File: src/rtl/alu_pkg.sv
// Shared ALU opcode/flag definitions and the sequencer state type.
package alu_pkg;

  localparam logic [1:0] OP_AND  = 2'b00;
  localparam logic [1:0] OP_XOR  = 2'b01;
  localparam logic [1:0] OP_MULT = 2'b10;
  localparam logic [1:0] OP_SUB  = 2'b11;

  // Bit positions inside the packed {Z,N,C,V} flag nibble.
  localparam int FLG_Z = 3;
  localparam int FLG_N = 2;
  localparam int FLG_C = 1;
  localparam int FLG_V = 0;

  typedef enum logic [1:0] {
    ST_IDLE,
    ST_ISSUE,
    ST_HOLD
  } state_e;

endpackage

File: src/rtl/alu_secuenciador_if.sv
// Request, ALU and result bundles of the ALU sequencer; slave = sequencer side.
interface alu_secuenciador_if #(
  parameter int CNT_W = 8
);

  logic             req_valid;
  logic             req_ready;
  logic [1:0]       req_a;
  logic [3:0]       req_b;
  logic [1:0]       req_op;
  logic             req_sweep;

  logic [1:0]       alu_a;
  logic [3:0]       alu_b;
  logic [1:0]       alu_op;
  logic [3:0]       alu_y;
  logic             alu_z;
  logic             alu_n;
  logic             alu_c;
  logic             alu_v;

  logic             res_valid;
  logic             res_ready;
  logic [3:0]       res_y;
  logic [3:0]       res_flags;
  logic [1:0]       res_op;
  logic             res_last;
  logic [CNT_W-1:0] op_count;

  modport slave (
    input  req_valid, req_a, req_b, req_op, req_sweep,
    input  alu_y, alu_z, alu_n, alu_c, alu_v,
    input  res_ready,
    output req_ready,
    output alu_a, alu_b, alu_op,
    output res_valid, res_y, res_flags, res_op, res_last, op_count
  );

  modport master (
    output req_valid, req_a, req_b, req_op, req_sweep,
    output alu_y, alu_z, alu_n, alu_c, alu_v,
    output res_ready,
    input  req_ready,
    input  alu_a, alu_b, alu_op,
    input  res_valid, res_y, res_flags, res_op, res_last, op_count
  );

endinterface

File: src/rtl/alu_secuenciador.sv
// Sequential front-end for the 4-op ALU: registers operands, captures the
// result one cycle later and returns it over a valid/ready handshake.
module alu_secuenciador
  import alu_pkg::*;
#(
  parameter int CNT_W = 8
) (
  input  logic clk,
  input  logic rst,
  alu_secuenciador_if.slave bus
);

  state_e           state_q;
  logic             sweep_q;
  logic [1:0]       alu_a_q;
  logic [3:0]       alu_b_q;
  logic [1:0]       alu_op_q;
  logic             res_valid_q;
  logic [3:0]       res_y_q;
  logic [3:0]       res_flags_q;
  logic [1:0]       res_op_q;
  logic             res_last_q;
  logic [CNT_W-1:0] op_count_q;

  // NOTE: reset is synchronous here, so it lives inside the clocked branch
  // and every register uses non-blocking assignment to avoid update races.
  always_ff @(posedge clk) begin
    if (rst) begin
      state_q     <= ST_IDLE;
      sweep_q     <= 1'b0;
      alu_a_q     <= '0;
      alu_b_q     <= '0;
      alu_op_q    <= OP_AND;
      res_valid_q <= 1'b0;
      res_y_q     <= '0;
      res_flags_q <= '0;
      res_op_q    <= OP_AND;
      res_last_q  <= 1'b0;
      op_count_q  <= '0;
    end else begin
      unique case (state_q)
        ST_IDLE: begin
          if (bus.req_valid) begin
            alu_a_q  <= bus.req_a;
            alu_b_q  <= bus.req_b;
            alu_op_q <= bus.req_sweep ? OP_AND : bus.req_op;
            sweep_q  <= bus.req_sweep;
            state_q  <= ST_ISSUE;
          end
        end

        // One full cycle lets the external combinational ALU settle.
        ST_ISSUE: begin
          res_y_q            <= bus.alu_y;
          res_flags_q[FLG_Z] <= bus.alu_z;
          res_flags_q[FLG_N] <= bus.alu_n;
          res_flags_q[FLG_C] <= bus.alu_c;
          res_flags_q[FLG_V] <= bus.alu_v;
          res_op_q           <= alu_op_q;
          res_last_q         <= ~sweep_q | (alu_op_q == OP_SUB);
          res_valid_q        <= 1'b1;
          state_q            <= ST_HOLD;
        end

        ST_HOLD: begin
          if (bus.res_ready) begin
            res_valid_q <= 1'b0;
            op_count_q  <= op_count_q + CNT_W'(1);
            if (sweep_q && (alu_op_q != OP_SUB)) begin
              alu_op_q <= alu_op_q + 2'd1;
              state_q  <= ST_ISSUE;
            end else begin
              state_q  <= ST_IDLE;
            end
          end
        end

        default: state_q <= ST_IDLE;
      endcase
    end
  end

  assign bus.req_ready = (state_q == ST_IDLE) & ~rst;
  assign bus.alu_a     = alu_a_q;
  assign bus.alu_b     = alu_b_q;
  assign bus.alu_op    = alu_op_q;
  assign bus.res_valid = res_valid_q;
  assign bus.res_y     = res_y_q;
  assign bus.res_flags = res_flags_q;
  assign bus.res_op    = res_op_q;
  assign bus.res_last  = res_last_q;
  assign bus.op_count  = op_count_q;

endmodule

File: src/flat_wrapper.sv
// flat-port wrapper written by rule: the top's interface ports become plain ports
module alu_secuenciador_flat import alu_pkg::*;
#(
  parameter int CNT_W = 8
)
  (clk, rst, bus_req_valid, bus_req_a, bus_req_b, bus_req_op, bus_req_sweep, bus_alu_y, bus_alu_z, bus_alu_n, bus_alu_c, bus_alu_v, bus_res_ready, bus_req_ready, bus_alu_a, bus_alu_b, bus_alu_op, bus_res_valid, bus_res_y, bus_res_flags, bus_res_op, bus_res_last, bus_op_count);
  alu_secuenciador_if #(.CNT_W(CNT_W)) bus_i ();
  input  logic clk;
  input  logic rst;
  input wire logic [$bits(bus_i.req_valid)-1:0] bus_req_valid;
  input wire logic [$bits(bus_i.req_a)-1:0] bus_req_a;
  input wire logic [$bits(bus_i.req_b)-1:0] bus_req_b;
  input wire logic [$bits(bus_i.req_op)-1:0] bus_req_op;
  input wire logic [$bits(bus_i.req_sweep)-1:0] bus_req_sweep;
  input wire logic [$bits(bus_i.alu_y)-1:0] bus_alu_y;
  input wire logic [$bits(bus_i.alu_z)-1:0] bus_alu_z;
  input wire logic [$bits(bus_i.alu_n)-1:0] bus_alu_n;
  input wire logic [$bits(bus_i.alu_c)-1:0] bus_alu_c;
  input wire logic [$bits(bus_i.alu_v)-1:0] bus_alu_v;
  input wire logic [$bits(bus_i.res_ready)-1:0] bus_res_ready;
  output wire logic [$bits(bus_i.req_ready)-1:0] bus_req_ready;
  output wire logic [$bits(bus_i.alu_a)-1:0] bus_alu_a;
  output wire logic [$bits(bus_i.alu_b)-1:0] bus_alu_b;
  output wire logic [$bits(bus_i.alu_op)-1:0] bus_alu_op;
  output wire logic [$bits(bus_i.res_valid)-1:0] bus_res_valid;
  output wire logic [$bits(bus_i.res_y)-1:0] bus_res_y;
  output wire logic [$bits(bus_i.res_flags)-1:0] bus_res_flags;
  output wire logic [$bits(bus_i.res_op)-1:0] bus_res_op;
  output wire logic [$bits(bus_i.res_last)-1:0] bus_res_last;
  output wire logic [$bits(bus_i.op_count)-1:0] bus_op_count;
  assign bus_i.req_valid = bus_req_valid;
  assign bus_i.req_a = bus_req_a;
  assign bus_i.req_b = bus_req_b;
  assign bus_i.req_op = bus_req_op;
  assign bus_i.req_sweep = bus_req_sweep;
  assign bus_i.alu_y = bus_alu_y;
  assign bus_i.alu_z = bus_alu_z;
  assign bus_i.alu_n = bus_alu_n;
  assign bus_i.alu_c = bus_alu_c;
  assign bus_i.alu_v = bus_alu_v;
  assign bus_i.res_ready = bus_res_ready;
  assign bus_req_ready = bus_i.req_ready;
  assign bus_alu_a = bus_i.alu_a;
  assign bus_alu_b = bus_i.alu_b;
  assign bus_alu_op = bus_i.alu_op;
  assign bus_res_valid = bus_i.res_valid;
  assign bus_res_y = bus_i.res_y;
  assign bus_res_flags = bus_i.res_flags;
  assign bus_res_op = bus_i.res_op;
  assign bus_res_last = bus_i.res_last;
  assign bus_op_count = bus_i.op_count;
  alu_secuenciador #(.CNT_W(CNT_W)) u_core (.clk(clk), .rst(rst), .bus(bus_i));
endmodule
File: config.mk
export PLATFORM = sky130hd
export DESIGN_NAME = alu_secuenciador_flat
export DESIGN_NICKNAME = d
export VERILOG_FILES = /design/src/rtl/alu_pkg.sv /design/src/rtl/alu_secuenciador_if.sv /design/src/rtl/alu_secuenciador.sv /design/src/flat_wrapper.sv
export SDC_FILE = /design/constraint.sdc
export NUM_CORES = 1
export LEC_CHECK = 0
export CAP_MARGIN = 5
export CORE_MARGIN = 1
export CORE_UTILIZATION = 42
export CTS_CLUSTER_DIAMETER = 50
export DETAILED_ROUTE_END_ITERATION = 8
export GPL_TIMING_DRIVEN = 0
export MAX_ROUTING_LAYER = met4
export PLACE_DENSITY = 0.78
export SYNTH_ARGS = -nofsm -noshare
export SYNTH_HDL_FRONTEND = slang
export SYNTH_SLANG_ARGS = --single-unit
File: constraint.sdc
create_clock -name clk -period 1.7 [get_ports clk]
set_input_delay 0.17 -clock clk [delete_from_list [all_inputs] [get_ports clk]]
set_output_delay 0.17 -clock clk [all_outputs]
set_load 0.03 [all_outputs]
### After elaboration in Yosys (flattened, before gate mapping)

Cells that the tools add are included.

* $add $sub $neg: 2
* eq/ne operators: 7
* mux-type cells: 11
* bitwise logic cells: 4
* reduce and logical (&&, ||, !) cells: 9

Operators by type and width (count)
* $mux 2: 6
* $add 8x1->8 const B: 1
* $reduce_and 2->1: 4
* $ne 2x2->1 const B: 3
* $pmux 2 s3: 1
* $eq 2x2->1 const B: 2
* $pmux 2 s2: 1
* $reduce_and 4->1: 1
* $reduce_bool 2->1: 2
* $add 2x1->2 const B: 1
* $eq 2x1->1 const B: 1
* $logic_not 2->1: 1
* $mux 1: 2
* $ne 2x1->1 const B: 1
* $not 1->1: 2
* $pmux 1 s2: 1
* $and 1x1->1: 1
* $logic_and 1x1->1: 1
* $or 1x1->1: 1

* register bits after elaboration: 31
* bits of input ports: 21
* output and inout bits: 29
* logic and storage cells: 44

### Depth between registers and ports, before layout

* word-level depth: 5
* mapped depth: 5
* gate-level depth less buffers: 5

### Worst setup path before layout

Ideal clock, no wire load.

* path kind: reg2reg
* start: register u_core.op_count_q[2], in the netlist u_core.bus.op_count[2]
* end: register u_core.op_count_q[7], in the netlist u_core.bus.op_count[7]
* library setup time: 0.128 ns
* data arrival time: 1.236 ns
* data required time: 1.572 ns
* setup slack: 0.337 ns
* cell stages (with the launch flop): 5
* buffers on the path: 0
* period minus slack after synthesis: 1.363 ns
* path through: dfxtp_1 -> nand4_1 -> nor4_2 -> xnor2_1 -> nor2_1

* longest elaborated chain between the ends: 1

RTL lines
* start: declaration: RTL line alu_secuenciador.sv:23 `logic [CNT_W-1:0] op_count_q;`
* start signal: assignment: RTL line alu_secuenciador.sv:68 `op_count_q <= op_count_q + CNT_W'(1);`
* $add 8x1->8: RTL line alu_secuenciador.sv:68

No other way between the ends.
A chain may end at the register's enable or synchronous reset.

### Worst setup path after layout

* start: register u_core.op_count_q[3], in the netlist u_core.bus.op_count[3]
* end: output port bus_op_count[3]

RTL lines
* end: declaration: RTL line flat_wrapper.sv:30 `output wire logic [$bits(bus_i.op_count)-1:0] bus_op_count;`

No word-level cell between the ends.

==> flow_metrics.tcl <==
set metrics [dict create \
    synth_area_leader_cell "dfxtp_1" \
    grt_util_met1 0.238 \
    layout-drive-gt1-share 0.0660 \
    start_kind "flop" \
    fin_crit_ns 1.64 \
    cts_setup_buffers 0 \
    skew_ns 0.00897 \
    finalNonFillerCells 228 \
    setup_viol 0 \
    fmax_ghz 0.609 \
    die_h_um 56.4 \
    synth.most_common_cell "dfxtp_1" \
    root_buffer "clkbuf_4" \
    yosysUniqueCellTypes 29 \
    power_frac_clock 0.278 \
    syn_area_per_cell_um2 8.81 \
    antenna_left 0 \
    hold_violations 0 \
    worstMarginPinSlew_ns 0.487 \
    fin_crit_sh 0.966 \
    grt_pass1_wl_um 4810 \
    powerDensity_nw_per_um2 798 \
    cp_slowest_cell "clkdlybuf4s50_1" \
    first_pass_iters 4 \
    power_mw 1.45 \
    fillers 256 \
    cp.required_ns 1.53 \
    num-nets-final 219 \
    syn-num-nets 164 \
    synth.cell_area_um2 1240 \
    drc 0 \
    cp_slowest_stage_delay_ns 0.72 \
    crit_buf_inv 1 \
    ys_seq_area_frac 0.499 \
    critical_path.cell_chain "clkdlybuf4s50_1" \
    areaGrowthSynthToFinish_pct 46.5 \
    p_int_mw 1.05 \
    yosys-top-cells-count "31 x dfxtp_1, 24 x nand2_1, 18 x nor2_1" \
    p_leak_nw 0.721 \
    power_switching_uw 405 \
    detailed_place_hpwl_um 2220 \
    slew_viol_final 0 \
    multiInputGateArea_um2 574 \
    maxCapViolCount 0 \
    core_region_area_um2 2780 \
    antenna_found_initial 0 \
    synth_ff_type "dfxtp_1" \
    grt_max_degree 15 \
    diodes 0 \
    netlist_instances 141 \
    wl_um 2950 \
    track_usage 0.203 \
    gr-total-overflow 0 \
    cts_tree "built" \
    cts_resized 1 \
    yosysTopAreaCellShare 0.499 \
    regArea_um2 621 \
    path_delay_family "buffers and inverters" \
    min_path_type "input pin to flop" \
    seqPwrFrac 0.536 \
    grt_use_met3 0.0530 \
    die_width_um 56.4 \
    clock_latency_ns 0.33 \
    crit_type "flop to primary output" \
    async_flop_share 0 \
    swShare 0.279 \
    power_frac_comb 0.185 \
    cts_sinks 31 \
    gp_congestion 0.785 \
    drt_iter0_drc 21 \
    pre_cts_ws_ns -0.311 \
    r2r_setup_slack_ns 0.29 \
    relSlewSlack 0.675 \
    clockBufferDepth 2 \
    start_util 0.447 \
    rows 19 \
    numPortBuffers 49 \
    worstPathArrival_ns 1.47 \
    yosysWarnings 0 \
    hold_buffers 0 \
    num_vias 1181 \
    worst_slack_ns 0.0586 \
    rsz0062_at_grt "no" \
    met2_usage 0.323 \
    synth_edf_count 0 \
    numCtsBuffers 5 \
    ys_seq_elements 31 \
    wl_per_cell_um 12.9 \
    die-area_um2 3180 \
    busiest_layer "met2" \
    clk_pin_slew_worst_paths_ns 0.10 \
    status "completed" \
    path_max_fanout 5 \
    cts.htree.levels 2 \
    dp.cells 221 \
    viasPerCell 5.18 \
    critPathCaptureType "primary output" \
    grt_pass1_vias 1117 \
    io_pins 50 \
    synth.area.top_cells "dfxtp_1 50%, nand2_1 7.3%, mux2i_1 6.4%, nor2_1 5.4%, a21oi_1 5.2%" \
    peakVddDrop_mv 0.713 \
    setup_tns_ns 0 \
]
kinds of logic after synthesis:
| kind of cell | count (synthesis) | share of synthesized area |
|---|---|---|
| compound gates | 21 | 0.0947 |
| xor+xnor | 6 | 0.0423 |
| fa+ha+maj | 2 | 0.0201 |
| buf+inv | 10 | 0.0383 |
| flops | 31 | 0.500 |
| mux | 8 | 0.0645 |
| simple gates | 63 | 0.241 |
final timing paths:
check	from	to	cells after the start
worst min register to register	u_core.bus.res_flags[3]$_SDFFE_PP0P_	u_core.bus.res_flags[3]$_SDFFE_PP0P_	2
worst min-delay path	rst	u_core.bus.res_y[0]$_SDFFE_PP0P_	2
worst max register to register	u_core.state_q[1]$_SDFFE_PP0P_	u_core.bus.op_count[7]$_SDFFE_PP0P_	5
worst max-delay path	u_core.bus.op_count[3]$_SDFFE_PP0P_	bus_op_count[3]	1
layout by cell type, fill, tap and decap left out, types with 3 or more instances in the layout:
cell	instances
a21oi_1	13
clkbuf_1	5
clkbuf_4	5
clkdlybuf4s50_1	45
dfxtp_1	31
dlymetal6s2s_1	3
mux2i_1	8
nand2_1	24
nand2b_1	3
nand4_1	3
nor2_1	18
nor2b_1	3
o21ai_0	3
xnor2_1	3
xor2_1	3
registers in the layout, indices dropped and copies added, names as in the netlist:
| signal | flops |
|---|---|
| u_core.bus.res_y | 4 |
| u_core.bus.res_op | 2 |
| u_core.bus.res_flags | 4 |
| u_core.bus.op_count | 8 |
| u_core.bus.alu_b | 4 |
| u_core.bus.res_last | 1 |
| u_core.bus.res_valid | 1 |
| u_core.sweep_q | 1 |
| u_core.bus.alu_op | 2 |
| u_core.state_q | 2 |
| u_core.bus.alu_a | 2 |
worst reg2reg max path: cells and delay by family, from the launching register on:
kind | cells | cell delay (ns)
buf+inv | 1 | 0.17
simple gates | 3 | 0.59
flops | 1 | 0.36
xor+xnor | 1 | 0.16
metal layers:
metal / wire length (um) / vias to the layer above
met5: 0 / -
met4: 53 / 0
met3: 137 / 7
met2: 1440 / 39
met1: 1320 / 548
li1: - / 587
power by group through the flow:
stage	Sequential (mW)	Combinational, mW	Clock [mW]
after floorplan	0.846	0.0948	0
after global placement	0.794	0.269	0
after detailed placement	0.795	0.274	0
after CTS	0.779	0.273	0.417
after global routing	0.783	0.290	0.447
final	0.779	0.269	0.404
metrics by stage:
step	util	hold slack, ns	cell area, um^2
3_5_place_dp	0.637	0.449	1770
4_1_cts	0.653	0.369	1820
5_1_grt	0.655	0.317	1820
6_report	0.655	0.309	1820
2_1_floorplan	-	0.242	1240
3_3_place_gp	0.637	0.440	1770
final cells by class:
| cell class | instances | area share |
|---|---|---|
| inverters | 2 | 0.00412 |
| well taps | 31 | 0.0213 |
| plain buffers | 7 | 0.0199 |
| clock buffers | 7 | 0.0247 |
| multi-input cells | 100 | 0.315 |
| flip-flops and latches | 31 | 0.341 |
| clock inverters | 1 | 0.00275 |
| repair buffers | 49 | 0.271 |
No activity file was read; power rests on OpenSTA's default activity.
